<file path="src/rtl/cam_cfg_pkg.sv">
// Shared types and defaults for the camera register-table sequencer.
// Pure declarations: no logic, no latency.
package cam_cfg_pkg;

  typedef enum logic [2:0] {
    ST_IDLE,
    ST_FETCH,
    ST_DECODE,
    ST_ISSUE,
    ST_WAIT_BUS,
    ST_DELAY,
    ST_DONE,
    ST_ERROR
  } state_e;

  // Table words are at most 32 bits; the end marker is the all-ones word of the actual width.
  localparam logic [31:0] END_MARKER     = 32'hFFFF_FFFF;
  localparam logic [15:0] DEF_DELAY_ADDR = 16'hFFFE;
  localparam int unsigned DEF_DELAY_UNIT = 25000;
  localparam int unsigned DEF_MAX_RETRY  = 3;

  // Bits needed to hold the longest delay: (2^data_w - 1) * unit.
  function automatic int unsigned delay_cnt_w(input int unsigned data_w, input int unsigned unit);
    longint unsigned max_v;
    max_v = ((64'd1 << data_w) - 64'd1) * 64'(unit);
    return (max_v == 64'd0) ? 1 : $clog2(max_v + 64'd1);
  endfunction

endpackage

</file>
<file path="src/rtl/cfg_delay_timer.sv">
// Loadable down-counter for table delay entries; load takes effect next cycle.
// Counts while i_Count is high, saturating at zero; never stalls anything itself.
module cfg_delay_timer #(
  parameter int unsigned CNT_W = 8
) (
  input  logic             i_Clk,
  input  logic             i_Rst,
  input  logic             i_Load,
  input  logic [CNT_W-1:0] i_Load_Val,
  input  logic             i_Count,
  output logic             o_Zero,
  output logic             o_Last
);

  logic [CNT_W-1:0] cnt_q;
  logic [CNT_W-1:0] cnt_d;

  always_comb begin
    cnt_d = cnt_q;
    if (i_Load) begin
      cnt_d = i_Load_Val;
    end else if (i_Count && (cnt_q != '0)) begin
      cnt_d = cnt_q - CNT_W'(1);
    end
  end

  always_ff @(posedge i_Clk or negedge i_Rst) begin
    if (!i_Rst) begin
      cnt_q <= '0;
    end else begin
      cnt_q <= cnt_d;
    end
  end

  assign o_Zero = (cnt_q == '0);
  // High on the final counting cycle, so a load of N spends exactly N cycles counting.
  assign o_Last = (cnt_q == CNT_W'(1));

endmodule

</file>
<file path="src/rtl/cam_config_seq.sv">
// Walks a {addr,value} register table, issuing SCCB writes with NACK retry and inline delays.
// Two cycles per fetched entry; stalls in ISSUE/WAIT_BUS until the SCCB master reports ready.
module cam_config_seq
  import cam_cfg_pkg::*;
#(
  parameter int unsigned       ADDR_W     = 8,
  parameter int unsigned       DATA_W     = 8,
  parameter int unsigned       DEPTH      = 128,
  parameter int unsigned       IDX_W      = $clog2(DEPTH),
  parameter logic [ADDR_W-1:0] DELAY_ADDR = DEF_DELAY_ADDR[ADDR_W-1:0],
  parameter int unsigned       DELAY_UNIT = DEF_DELAY_UNIT,
  parameter int unsigned       MAX_RETRY  = DEF_MAX_RETRY
) (
  input  logic                     i_Clk,
  input  logic                     i_Rst,
  input  logic                     i_Start,
  input  logic                     i_Abort,
  output logic [IDX_W-1:0]         o_Rom_Addr,
  input  logic [ADDR_W+DATA_W-1:0] i_Rom_Data,
  output logic                     o_Sccb_fStart,
  output logic [ADDR_W-1:0]        o_Sccb_Addr,
  output logic [DATA_W-1:0]        o_Sccb_Data,
  input  logic                     i_Sccb_fReady,
  input  logic                     i_Sccb_Nack,
  output logic                     o_Busy,
  output logic                     o_Done,
  output logic                     o_Error,
  output logic [IDX_W-1:0]         o_Index
);

  localparam int unsigned WORD_W  = ADDR_W + DATA_W;
  localparam int unsigned CNT_W   = delay_cnt_w(DATA_W, DELAY_UNIT);
  localparam int unsigned RETRY_W = (MAX_RETRY < 1) ? 1 : $clog2(MAX_RETRY + 1);
  localparam logic [IDX_W-1:0] LAST_IDX = IDX_W'(DEPTH - 1);

  state_e             state_q, state_d;
  logic [IDX_W-1:0]   idx_q, idx_d;
  logic [IDX_W-1:0]   rom_addr_q, rom_addr_d;
  logic [RETRY_W-1:0] retry_q, retry_d;
  logic [ADDR_W-1:0]  sccb_addr_q, sccb_addr_d;
  logic [DATA_W-1:0]  sccb_data_q, sccb_data_d;
  logic               done_q, done_d;
  logic               error_q, error_d;
  logic               first_q, first_d;
  logic               busy_q;
  logic               go_next;

  logic [ADDR_W-1:0]  word_addr;
  logic [DATA_W-1:0]  word_val;
  logic               word_end;

  logic               tmr_load;
  logic [CNT_W-1:0]   tmr_load_val;
  logic               tmr_count;
  logic               tmr_zero;
  logic               tmr_last;

  assign word_addr    = i_Rom_Data[WORD_W-1 -: ADDR_W];
  assign word_val     = i_Rom_Data[DATA_W-1:0];
  assign word_end     = (i_Rom_Data == END_MARKER[WORD_W-1:0]);
  assign tmr_load_val = CNT_W'(word_val) * CNT_W'(DELAY_UNIT);
  assign tmr_count    = (state_q == ST_DELAY);

  always_comb begin
    state_d     = state_q;
    idx_d       = idx_q;
    rom_addr_d  = rom_addr_q;
    retry_d     = retry_q;
    sccb_addr_d = sccb_addr_q;
    sccb_data_d = sccb_data_q;
    done_d      = done_q;
    error_d     = error_q;
    first_d     = first_q;
    go_next     = 1'b0;
    tmr_load    = 1'b0;

    if (i_Abort) begin
      state_d = ST_IDLE;
    end else begin
      case (state_q)
        ST_IDLE: begin
          if (i_Start) begin
            idx_d      = '0;
            rom_addr_d = '0;
            retry_d    = '0;
            done_d     = 1'b0;
            error_d    = 1'b0;
            state_d    = ST_FETCH;
          end
        end
        ST_FETCH: state_d = ST_DECODE;
        ST_DECODE: begin
          if (word_end) begin
            done_d  = 1'b1;
            state_d = ST_DONE;
          end else if (word_addr == DELAY_ADDR) begin
            if (word_val == '0) begin
              go_next = 1'b1;
            end else begin
              tmr_load = 1'b1;
              state_d  = ST_DELAY;
            end
          end else begin
            sccb_addr_d = word_addr;
            sccb_data_d = word_val;
            state_d     = ST_ISSUE;
          end
        end
        ST_ISSUE: begin
          if (i_Sccb_fReady) begin
            first_d = 1'b1;
            state_d = ST_WAIT_BUS;
          end
        end
        ST_WAIT_BUS: begin
          // The master may still show ready on the cycle right after the request.
          if (first_q) begin
            first_d = 1'b0;
          end else if (i_Sccb_fReady) begin
            if (!i_Sccb_Nack) begin
              go_next = 1'b1;
            end else if (retry_q < RETRY_W'(MAX_RETRY)) begin
              retry_d = retry_q + RETRY_W'(1);
              state_d = ST_ISSUE;
            end else begin
              error_d = 1'b1;
              state_d = ST_ERROR;
            end
          end
        end
        ST_DELAY: begin
          if (tmr_last || tmr_zero) begin
            go_next = 1'b1;
          end
        end
        ST_DONE:  state_d = ST_IDLE;
        ST_ERROR: state_d = ST_IDLE;
        default:  state_d = ST_IDLE;
      endcase

      if (go_next) begin
        retry_d = '0;
        if (idx_q == LAST_IDX) begin
          error_d = 1'b1;
          state_d = ST_ERROR;
        end else begin
          idx_d      = idx_q + IDX_W'(1);
          rom_addr_d = idx_q + IDX_W'(1);
          state_d    = ST_FETCH;
        end
      end
    end
  end

  always_ff @(posedge i_Clk or negedge i_Rst) begin
    if (!i_Rst) begin
      state_q     <= ST_IDLE;
      idx_q       <= '0;
      rom_addr_q  <= '0;
      retry_q     <= '0;
      sccb_addr_q <= '0;
      sccb_data_q <= '0;
      done_q      <= 1'b0;
      error_q     <= 1'b0;
      first_q     <= 1'b0;
      busy_q      <= 1'b0;
    end else begin
      state_q     <= state_d;
      idx_q       <= idx_d;
      rom_addr_q  <= rom_addr_d;
      retry_q     <= retry_d;
      sccb_addr_q <= sccb_addr_d;
      sccb_data_q <= sccb_data_d;
      done_q      <= done_d;
      error_q     <= error_d;
      first_q     <= first_d;
      busy_q      <= (state_d != ST_IDLE);
    end
  end

  cfg_delay_timer #(
    .CNT_W(CNT_W)
  ) u_delay_timer (
    .i_Clk      (i_Clk),
    .i_Rst      (i_Rst),
    .i_Load     (tmr_load),
    .i_Load_Val (tmr_load_val),
    .i_Count    (tmr_count),
    .o_Zero     (tmr_zero),
    .o_Last     (tmr_last)
  );

  // Gated by the live ready so a request can never reach a busy master.
  assign o_Sccb_fStart = (state_q == ST_ISSUE) && i_Sccb_fReady && !i_Abort;
  assign o_Rom_Addr    = rom_addr_q;
  assign o_Sccb_Addr   = sccb_addr_q;
  assign o_Sccb_Data   = sccb_data_q;
  assign o_Busy        = busy_q;
  assign o_Done        = done_q;
  assign o_Error       = error_q;
  assign o_Index       = idx_q;

endmodule

</file>
<file path="config.mk">
export PLATFORM = sky130hd
export DESIGN_NAME = cam_config_seq
export DESIGN_NICKNAME = d
export VERILOG_FILES = /design/src/rtl/cam_cfg_pkg.sv /design/src/rtl/cfg_delay_timer.sv /design/src/rtl/cam_config_seq.sv
export SDC_FILE = /design/constraint.sdc
export NUM_CORES = 1
export LEC_CHECK = 0
export CAP_MARGIN = 20
export CORE_MARGIN = 1
export CORE_UTILIZATION = 50
export DETAILED_ROUTE_END_ITERATION = 8
export MAX_ROUTING_LAYER = met4
export PLACE_DENSITY_LB_ADDON = 0.25
export SLEW_MARGIN = 0
export SYNTH_ARGS = -nofsm -noshare
export SYNTH_HDL_FRONTEND = slang
export SYNTH_HIERARCHICAL = 1
export SYNTH_SLANG_ARGS = --single-unit
export TNS_END_PERCENT = 50
</file>
<file path="constraint.sdc">
create_clock -name i_Clk -period 3.5 [get_ports i_Clk]
set_input_delay 0.7 -clock i_Clk [delete_from_list [all_inputs] [get_ports i_Clk]]
set_output_delay 0.7 -clock i_Clk [all_outputs]
set_load 0.05 [all_outputs]
</file>
Yosys cells after proc, flatten, opt, wreduce, memory -nomap -nowiden
Index checks and enable logic that the tools add are counted.
{ "word_totals": {"romBits": 0, "latchBits": 0, "mem_count": 0, "ramBits": 0, "reg_bits": 62, "in_bits": 22, "out_inout_bits": 34} }
{ "classes": {"n_mux": 57, "bitwise_logic": 3, "div": 0, "n_eq_ne": 19, "n_shift": 0, "mul": 1, "n_lt_le_gt_ge": 1, "addsub": 3, "reduce_logical": 19} }
{ "ops": {"columns": ["op", "n"], "rows": [
  ["7-bit two-way mux", 8],
  ["23-bit two-way mux", 2],
  ["3-bit two-way mux", 12],
  ["23-bit by 1-bit == test with 1-bit output (second input constant)", 1],
  ["23-bit zero test", 1],
  ["1-bit two-way mux", 23],
  ["23-bit nonzero test", 1],
  ["23-bit by 1-bit subtractor with 23-bit output (second input constant)", 1],
  ["8-bit by 12-bit multiplier with 20-bit output (second input constant)", 1],
  ["3-bit one-hot mux with 6 select lines", 1],
  ["16-bit == test (second input constant)", 1],
  ["3-bit != test (second input constant)", 5],
  ["3-bit == test (second input constant)", 4],
  ["2-bit two-way mux", 6],
  ["8-bit == test (second input constant)", 1],
  ["8-bit zero test", 1],
  ["4-bit AND reduction", 2],
  ["7-bit by 1-bit adder with 7-bit output (second input constant)", 1],
  ["7-bit == test (second input constant)", 1],
  ["7-bit AND reduction", 1],
  ["3-bit by 2-bit == test with 1-bit output (second input constant)", 2],
  ["2-bit != test (second input constant)", 3],
  ["1-bit one-hot mux with 2 select lines", 3],
  ["2-bit nonzero test", 3],
  ["13 further kinds", 18]
]} }

Longest topological paths before layout
Gate-level depths: netlist of the first run.
{ "logic_depth": {"ltp_word": 9, "depth_mapped": 16, "depth_no_buf": 16} }

Hierarchy
Netlist of the first run, hierarchy kept.
{ "by_module_without_submodules": {"columns": ["mod", "n_inst", "area_per_inst_um2", "cells_each", "seq_area_each_um2"], "rows": [
  ["cam_config_seq", 1, 3489.6, 354, 975.9],
  ["cfg_delay_timer", 1, 1407.6, 164, 575.6]
]} }

Least setup slack after synthesis of the first run
Ideal clock, no wire load.
{ "synth_timing": {"path_type": "input -> register", "start": "input i_Rom_Data[2]", "end": "register u_delay_timer.cnt_q[19]", "arrival_ns": 3.992, "setup_time_ns": 0.082, "n_path_buf": 0, "path_slack_ns": -0.574, "stages": 15, "path_cell_list": "ha_1 > ha_1 > inv_1 > fa_1 > inv_1 > fa_1 > ha_1 > nor2b_1 > o31a_1 > o31ai_2 > nor2_1 > o41ai_1 > xnor2_1 > nor2_1 > a31oi_1"} }
{ "synth_between": {"word_cells_on_any_way": 10, "cone_classes": "mul (1); eq/ne (1); mux (6); reduce/logical (2)"} }
{ "synth_rtl": {"columns": ["element", "line_no", "text"], "rows": [
  ["start, declared", "cam_config_seq.sv:19", "input logic [ADDR_W+DATA_W-1:0] i_Rom_Data,"],
  ["8-bit by 12-bit multiplier with 20-bit output", "cam_config_seq.sv:61", "assign tmr_load_val = CNT_W'(word_val) * CNT_W'(DELAY_UNIT);"],
  ["named net tmr_load_val[19]", "cam_config_seq.sv:53", "logic [CNT_W-1:0] tmr_load_val;"],
  ["23-bit two-way mux", "cfg_delay_timer.sv:20", "if (i_Load) begin"],
  ["end signal, assigned", "cfg_delay_timer.sv:31", "cnt_q <= cnt_d;"],
  ["end, declared", "cfg_delay_timer.sv:15", "logic [CNT_W-1:0] cnt_q;"]
]} }
The timed path passes the listed nets, and every way through them passes these cells.
A chain may end at the register's enable or synchronous reset.

Worst setup path in the final report of the first run
{ "layout_timing": {"start": "input i_Rom_Data[4]", "end": "register u_delay_timer.cnt_q[22]"} }
Same word-level chain as after synthesis.

==> results of run 1 <==
[cell families (layout without fill, tap and decap cells)]
group / count (synthesis) / after routing / synth area share
xor+xnor: 21 / 21 / 0.0376
buf+inv: 53 / 185 / 0.0450
other cells: 1 / 3 / 0.000766
mux: 18 / 18 / 0.0409
compound gates: 120 / 120 / 0.168
fa+ha+maj: 73 / 73 / 0.205
flops: 62 / 62 / 0.317
simple gates: 170 / 170 / 0.187
[sequential cells by signal, indices dropped and copies added, names as in the netlist]
name	count
first_q	1
o_Busy	1
o_Done	1
o_Error	1
o_Index	7
o_Rom_Addr	7
o_Sccb_Addr	8
o_Sccb_Data	8
retry_q	2
state_q	3
u_delay_timer/cnt_q	23
[synthesized netlist by cell type (all sizes together) (6+ instances only)]
library cell / number / area share
nor2: 43 / 0.033
a31oi: 10 / 0.013
ha: 61 / 0.16
a21oi: 19 / 0.020
dfrtp: 62 / 0.32
or4: 11 / 0.018
or3: 9 / 0.011
fa: 12 / 0.049
inv: 38 / 0.029
o31ai: 11 / 0.019
buf: 8 / 0.010
nor3: 12 / 0.013
nand2: 34 / 0.026
nand3: 14 / 0.014
nor4: 6 / 0.011
xnor2: 16 / 0.029
mux2: 16 / 0.037
nand4: 6 / 0.0077
a21o: 13 / 0.020
clkbuf: 7 / 0.0054
or2: 6 / 0.0082
o21ai: 29 / 0.030
[final cells by class]
type,instances,share of cell area
Timing Repair Buffer,131,0.168
Tap cell,129,0.0242
Inverter,38,0.0217
Clock buffer,10,0.0206
Multi-Input combinational cell,405,0.519
Clock inverter,6,0.0139
Sequential cell,62,0.232
[timing repair]
action,in CTS,in global routing
setup buffers,5,6
pin swaps,17,21
setup endpoints to repair,13,11
hold buffers,0,0
gates resized for setup,40,30
[worst max path at each step]
stage	end	slack, ns	depth (start not counted)
3_3_place_gp	u_delay_timer/cnt_q[21]$_DFFE_PN0P_	-1.07	16
2_1_floorplan	u_delay_timer/cnt_q[21]$_DFFE_PN0P_	-0.39	15
4_1_cts	u_delay_timer/cnt_q[20]$_DFFE_PN0P_	-0.38	16
5_1_grt	u_delay_timer/cnt_q[22]$_DFFE_PN0P_	-0.39	18
6_report	u_delay_timer/cnt_q[22]$_DFFE_PN0P_	-0.37	18
3_5_place_dp	u_delay_timer/cnt_q[21]$_DFFE_PN0P_	-1.17	16
[layer usage]
layer	global-route usage	vias to the layer above	wire (microns)
li1	-	2143	-
met1	0.314	2134	5470
met2	0.473	94	6540
met3	0.0374	16	381
met4	0.0925	0	176
met5	-	-	0
[power by group]
part           internal [W]  switching (W)  leakage [nW]
Clock              0.000424       0.000297         0.109
Combinational      0.000891        0.00103          2.06
Sequential         0.000838      0.0000881         0.714
[per-stage QoR]
step	setup WS, ns	setup TNS [ns]	util	power [W]	hold WS (ns)
finish	-0.373	-1.42	0.713	0.00357	0.262
global placement	-1.07	-10.68	0.666	0.00266	0.459
detailed placement	-1.17	-11.62	0.666	0.00270	0.465
CTS	-0.383	-1.76	0.700	0.00348	0.256
global route	-0.394	-2.48	0.713	0.00378	0.278
floorplan	-0.394	-1.60	-	0.00208	0.404
==> results.toml, run 1 <==
[run_status]
run_status = "complete, but fails checks"
violations = "negative setup slack"

[routing]
drc_errors = 0
detail_route.vias_per_cell = 5.62
vias = 4387
drtAntennaViolNets = 0
wl_per_cell_microns = 16.1
wl_microns = 12600
drt_iter0_drc = 177
drtPass1Iterations = 4

[worst_setup_path]
max_stage_delay_ns = 0.54
r2r_setup_slack_ns = 0.62
startpoint = "i_Rom_Data[4]"
regToRegEndpoint = "o_Rom_Addr[1]$_DFFE_PN0N_"
start_kind = "input pin"
r2r_start = "u_delay_timer/cnt_q[11]$_DFFE_PN0P_"
endpoint_kind = "flip-flop"
cpMaxStageDelayCell = "fa_2"
crit_type = "input pin to flip-flop"
cp_top_family = "adder cells"
cp_max_fo = 3
cp_cell_sequence = "buf_8 > buf_6 > ha_4 > inv_2 > fa_1 > inv_1 > fa_2 > ha_4 > ha_4 > o21ai_1 > a21oi_2 > o2111ai_2 > nand2_2 > mux2i_1 > a2111oi_0 > buf_4 > nand2_1 > nand2_1"
arrival_ns = 4.14
cp_common_cell = "ha_4"
ff2ff_path_depth = 8
worst-path-buf-inv = 5
cp.required_ns = 3.77

[cells_and_area]
diodes = 0
mostFrequentLayoutCell = "buf_4"
seq_area_sq_mm = 0.00155
multi_input_comb_area_sq_mm = 0.00347
nets = 742
final_cell_mix = "buf_4 (73), dfrtp_1 (62), clkdlybuf4s50_1 (45), nor2_1 (41), ha_1 (37)"
drive_gt1_frac = 0.278
finalNonFillerCells = 781
fillers = 718
fin_area_sq_mm = 0.00668
areaGrowthSynthToFinish_pct = 36.4

[run]
maxCapViolCount = 0

[yosys]
yosys_register_bits = 62
ys_warn_count = 6
synth_area_per_cell_sq_um = 9.45
synthArstFlopShare = 1.00
syn_area_sq_mm = 0.00490
ys_types = 68
ys.flop_type = "dfrtp_1"
syn_inst = 518
synth_seq_area_share = 0.317
synth_edf_count = 0

[timing]
setup_viol = 7
fmax_ghz = 0.258
grt_setup_unrepaired = "yes"
min_period_ns = 3.87
worst_pin_slew_ns = 0.862
layout_setup_ws_ns = -0.373
maxSlewViolCount = 0
hold_viol = 0
finalCritPeriodShare = 1.11
max_slew_margin = 0.420
clock_skew_ns = 0.0183

[clock_tree]
cts_max_path_buffers = 2
cts_inserted_buffers = 9
cts_tree = "built"
path_clk_slew_ns = 0.08
cts-htree-levels = 3
root_buffer = "clkbuf_8"
cts_sinks = 62
clock_latency_ns = 0.34

[floorplan]
start_util = 0.523
core_area_sq_mm = 0.00937
dieWidth_microns = 101
core.rowCount = 35
dieHeight_microns = 101
io_pins = 56
die_area_sq_mm = 0.0102

[global_routing]
grt_pass1_vias = 4475
grt_first_pass_wirelength_microns = 20800
antenna_found_initial = 0
grt_use_total = 0.269
grt_max_degree = 28
overflow = 0

[power_and_ir_drop]
p_per_area_mw_per_mm2 = 535
cellLeakagePower_nw = 2.89
ir_drop_v = 0.000686

[placed_design]
hpwl_microns = 9350
gp_congestion = 0.919
io_buffers = 55
placed_cell_area_sq_mm = 0.00624
placedCellCount = 756

[worst_hold_path]
worstHoldPathType = "input pin to async pin"
Power figures use the tool's default switching activity.
==> run 2, diff against run 1 <==
- RECOVER_POWER: not set -> 50
- SLEW_MARGIN: 0 -> 5
==> run 2 against run 1 <==
  * The flow still finishes with violations (negative setup slack)
  * Fmax grew 0.14%
  * First-iteration DRC count rose by 6.8%
  * Non-clock buffer count stayed put
  * Total power decreased by 0.16%
  * Critical path depth did not move
  * Critical endpoint unchanged
  * Highest routed layer unchanged
==> results.toml, run 2 (synthesis results as in run 1) <==
[routing]
vias = 4412
drtPass1Iterations = 5
wl_per_cell_microns = 16.2
drt_iter0_drc = 189
wl_microns = 12600
detail_route.vias_per_cell = 5.65
drc_errors = 0
drtAntennaViolNets = 0

[worst_setup_path]
critPathCapture = "u_delay_timer/cnt_q[22]$_DFFE_PN0P_"
startpoint = "i_Rom_Data[4]"
cp_max_fo = 3
max_stage_delay_ns = 0.54
arrival_ns = 4.14
r2r_setup_slack_ns = 0.61
r2r_start = "u_delay_timer/cnt_q[11]$_DFFE_PN0P_"
cp_top_family = "adder cells"
endpoint_kind = "flip-flop"
cp_num_cells = 18
crit_type = "input pin to flip-flop"
cp_cell_sequence = "buf_8 > buf_6 > ha_4 > inv_2 > fa_1 > inv_1 > fa_2 > ha_4 > ha_4 > o21ai_1 > a21oi_2 > o2111ai_2 > nand2_2 > mux2i_1 > a2111oi_0 > buf_4 > nand2_1 > nand2_1"
start_kind = "input pin"
cp_common_cell = "ha_4"
cpMaxStageDelayCell = "fa_2"
worst-path-buf-inv = 5
ff2ff_path_depth = 8
cp.required_ns = 3.77
regToRegEndpoint = "o_Index[1]$_DFFE_PN0N_"

[run_status]
violations = "negative setup slack"
run_status = "complete, but fails checks"

[cells_and_area]
nets = 742
regMostFlops = "u_delay_timer/cnt_q"
utilization = 0.712
final_cell_mix = "buf_4 (71), dfrtp_1 (62), nor2_1 (41), ha_1 (37), clkdlybuf4s50_1 (35)"
areaGrowthSynthToFinish_pct = 36.2
mostFrequentLayoutCell = "buf_4"
largest_register_ff_count = 23
drive_gt1_frac = 0.273
diodes = 0

[global_routing]
overflow = 0
grt_use_total = 0.269
grt_first_pass_wirelength_microns = 20800
antenna_found_initial = 0
grt_max_degree = 28
grt_pass1_vias = 4475

[timing]
fmax_ghz = 0.259
hold_viol = 0
layout_setup_ws_ns = -0.368
grt_setup_unrepaired = "yes"
finalCritPeriodShare = 1.11
min_period_ns = 3.87
setup_viol = 7
max_slew_margin = 0.0588
maxSlewViolCount = 0
clock_skew_ns = 0.0200
worst_pin_slew_ns = 1.41

[placed_design]
io_buffers = 55
gp_congestion = 0.919
hpwl_microns = 9350
dp_slack_ns = -1.17

[clock_tree]
path_clk_slew_ns = 0.08
cts-htree-levels = 3
cts_max_path_buffers = 2
clock_latency_ns = 0.35
cts_sinks = 62
cts_tree = "built"
root_buffer = "clkbuf_8"
holdBufCountCts = 0
cts_inserted_buffers = 9

[floorplan]
die_area_sq_mm = 0.0102
io_pins = 56
dieHeight_microns = 101
dieWidth_microns = 101
core.rowCount = 35
start_util = 0.523
core_area_sq_mm = 0.00937

[power_and_ir_drop]
ir_drop_v = 0.000686
cellLeakagePower_nw = 2.90
p_per_area_mw_per_mm2 = 535

[run]
maxCapViolCount = 0

[worst_hold_path]
worstHoldPathType = "input pin to async pin"
[run 2: changes by cell type in the layout (fill, tap and decap cells not counted)]
cell / change
buf_2: -1
buf_4: -2
clkbuf_1: +3
clkdlybuf4s50_1: -10
dlygate4sd3_1: +10
[run 2: worst min path at each step]
stage | from | end | slack, ns | cells after the start
3_3_place_gp | o_Rom_Addr[3]$_DFFE_PN0N_ | o_Rom_Addr[3]$_DFFE_PN0N_ | 0.46 | 1
5_1_grt | i_Rst | o_Rom_Addr[4]$_DFFE_PN0N_ | 0.51 | 1
3_5_place_dp | o_Rom_Addr[3]$_DFFE_PN0N_ | o_Rom_Addr[3]$_DFFE_PN0N_ | 0.46 | 1
4_1_cts | i_Rst | o_Index[5]$_DFFE_PN0N_ | 0.26 | 1
6_report | i_Rst | o_Index[5]$_DFFE_PN0N_ | 0.43 | 1
2_1_floorplan | i_Rst | first_q$_DFFE_PN0P_ | 0.40 | 0
[run 2: cell type report]
cell class / count / area (sq um)
clock inverters: 6 / 92.6
multi-input cells: 405 / 3470
flip-flops and latches: 62 / 1550
repair buffers: 131 / 1110
clock buffers: 10 / 138
fillers: 720 / 2700
well taps: 129 / 161
inverters: 38 / 145
[run 2: routing by layer]
metal  GRT usage  share of wire  wire length, microns  vias up
met5           -              0                     0        -
met4      0.0925          0.014                   178        0
met3      0.0374          0.035                   437       16
met2       0.473           0.52                  6550      106
met1       0.314           0.43                  5480     2145
li1            -              -                     -     2145
[run 2: where the power goes]
group	internal (W)	total, W	switching (W)
clock network	0.000424	0.000725	0.000301
registers	0.000838	0.000926	0.0000875
logic	0.000881	0.00191	0.00103
[run 2: timing repair]
action                                  4_1_cts  5_1_grt
buffers inserted                              5        6
endpoints found under the setup margin       13       11
gates resized for setup                      40       30
pin swaps                                    17       21
[run 2: stage by stage]
stage                     TNS [ns]  cells  instance area [sq um]  total power (W)  hold slack [ns]
after detailed placement    -11.62    756                   6240          0.00270            0.465
after global placement      -10.68    756                   6240          0.00266            0.459
after CTS                    -1.76    777                   6560          0.00348            0.256
after global routing         -2.48    781                   6670          0.00377            0.507
final                        -1.39    781                   6670          0.00357            0.430
after floorplan              -1.60    520                   5110          0.00208            0.404
==> run 3, diff against run 2 <==
- CORE_MARGIN: 1 -> 2
- SLEW_MARGIN: 5 -> 15
==> run 3 against run 2 <==
  * The run still ends with negative setup slack left
  * First-iteration DRC count rose by 24%
  * Clock power is 2% lower
  * Sequential power fell by 0.5%
  * Sequential cell count is the same
  * Utilization is 2.6 points lower
  * Register-to-register slack worse by 0.03 ns
  * Clock-buffer cell count grew 2
  * Sequential share of layout area up 0.22 points
  * Fmax up 3.0%
  * Highest routed layer unchanged
==> results.toml, run 3 (synthesis results as in run 1) <==
[placed_design]
placedCellCount = 761
dp_slack_ns = -1.19
hpwl_microns = 9330
gp_congestion = 0.863
io_buffers = 55

[worst_setup_path]
cp_cell_sequence = "clkdlybuf4s15_2 > ha_4 > buf_4 > ha_1 > fa_1 > ha_4 > ha_4 > a2111o_1 > o2111ai_2 > nand2_2 > or4_4 > nand4_1 > nand2_1 > o21ai_1"
crit_type = "input pin to flip-flop"
ff2ff_path_depth = 8
endpoint_kind = "flip-flop"
worst-path-buf-inv = 2
cp_max_fo = 3
r2r_setup_slack_ns = 0.58
cp.required_ns = 3.78
regToRegEndpoint = "o_Rom_Addr[1]$_DFFE_PN0N_"
cpMaxStageDelayCell = "fa_1"
cp_common_cell = "ha_4"
max_stage_delay_ns = 0.55
r2r_start = "u_delay_timer/cnt_q[11]$_DFFE_PN0P_"
cp_top_family = "adder cells"
arrival_ns = 4.04
start_kind = "input pin"

[cells_and_area]
areaGrowthSynthToFinish_pct = 34.9
drive_gt1_frac = 0.260
diodes = 0
mostFrequentLayoutCell = "buf_4"
nets = 741
regMostFlops = "u_delay_timer/cnt_q"
finalNonFillerCells = 784
largest_register_ff_count = 23
final_cell_mix = "buf_4 (71), dfrtp_1 (62), ha_1 (42), nor2_1 (39), clkdlybuf4s50_1 (36)"

[power_and_ir_drop]
p_per_area_mw_per_mm2 = 536
ir_drop_v = 0.000634
cellLeakagePower_nw = 2.89

[timing]
layout_setup_ws_ns = -0.256
hold_ws_ns = 0.475
clock_skew_ns = 0.0124
hold_viol = 0
worst_pin_slew_ns = 1.36
max_slew_margin = 0.0932
finalCritPeriodShare = 1.07
min_period_ns = 3.76
maxSlewViolCount = 0
tns_ns = -1.41
fmax_ghz = 0.266
setup_viol = 8
grt_setup_unrepaired = "yes"

[clock_tree]
cts-htree-levels = 3
holdBufCountCts = 0
clock_latency_ns = 0.35
root_buffer = "clkbuf_8"
cts_sinks = 62
cts_inserted_buffers = 9
path_clk_slew_ns = 0.07
cts_max_path_buffers = 2
cts_tree = "built"

[global_routing]
antenna_found_initial = 0
grt_first_pass_wirelength_microns = 19900
grt_use_total = 0.249
grt_pass1_vias = 4199
overflow = 0
grt_max_degree = 27

[routing]
wl_per_cell_microns = 15.7
drtPass1Iterations = 4
drtAntennaViolNets = 0
wl_microns = 12300
drc_errors = 0
drt_iter0_drc = 235
vias = 4354
detail_route.vias_per_cell = 5.55

[run_status]
run_status = "complete, but fails checks"
violations = "negative setup slack"

[floorplan]
io_pins = 56
core.rowCount = 36
die_area_sq_mm = 0.0106
dieHeight_microns = 103
dieWidth_microns = 103
start_util = 0.508
core_area_sq_mm = 0.00964

[run]
maxCapViolCount = 0

[worst_hold_path]
min_to = "o_Rom_Addr[5]$_DFFE_PN0N_"
min-delay-start = "o_Rom_Addr[5]$_DFFE_PN0N_"
holdPathStages = 1
worstHoldPathType = "flip-flop to flip-flop"
run 3: changes by cell type in the layout (fill, tap and decap cells not counted), moves of 2 or more:
cell / previous run / this run
ha_1: 37 / 42
buf_6: 6 / 3
clkbuf_1: 3 / 6
ha_4: 20 / 17
inv_1: 29 / 32
inv_2: 8 / 5
clkinv_2: 0 / 2
clkinvlp_4: 2 / 0
ha_2: 4 / 2
nor2_1: 41 / 39
nor2_2: 2 / 4
o21ai_0: 21 / 19
o21ai_1: 5 / 7
run 3: area by class of cell:
type                       instances  area, sq um
timing repair buffer             130         1090
tap                              133          166
multi-input combinational        405         3440
sequential                        62         1550
clock buffer                      12          145
clock inverter                     4         70.1
inverter                          38          145
fill                             776         3030
run 3: per-stage QoR:
step                      cell area, sq um  power (W)   util
final                                 6610    0.00354  0.685
after global routing                  6610    0.00375  0.685
after CTS                             6570    0.00349  0.681
after detailed placement              6250    0.00271  0.648
after global placement                6250    0.00267  0.648
after floorplan                       5110    0.00208      -
run 3: worst max-delay path by stage:
stage / startpoint / end / slack, ns / cells after the start
global route: i_Rom_Data[2] / u_delay_timer/cnt_q[15]$_DFFE_PN0P_ / -0.37 / 17
CTS: i_Rom_Data[2] / u_delay_timer/cnt_q[19]$_DFFE_PN0P_ / -0.32 / 16
floorplan: i_Rom_Data[4] / u_delay_timer/cnt_q[21]$_DFFE_PN0P_ / -0.39 / 15
detailed placement: i_Rom_Data[2] / u_delay_timer/cnt_q[19]$_DFFE_PN0P_ / -1.19 / 16
global placement: i_Rom_Data[2] / u_delay_timer/cnt_q[19]$_DFFE_PN0P_ / -1.06 / 16
finish: i_Rom_Data[5] / u_delay_timer/cnt_q[20]$_DFFE_PN0P_ / -0.26 / 14
run 3: layer usage:
layer	GRT usage	wire length, microns	vias up
li1	-	-	2138
met1	0.313	5520	2120
met2	0.404	6240	78
met3	0.0373	290	18
met4	0.0982	265	0
met5	-	0	-
run 3: repair_timing:
action / CTS / global route
buffers inserted: 6 / 2
endpoints found under the setup margin: 12 / 12
gates resized for setup: 41 / 19
pin swaps: 19 / 11
run 3: report_power, final:
group | internal [W] | switching (W)
registers | 0.000838 | 0.0000827
clock network | 0.000419 | 0.000295
logic | 0.000875 | 0.00103
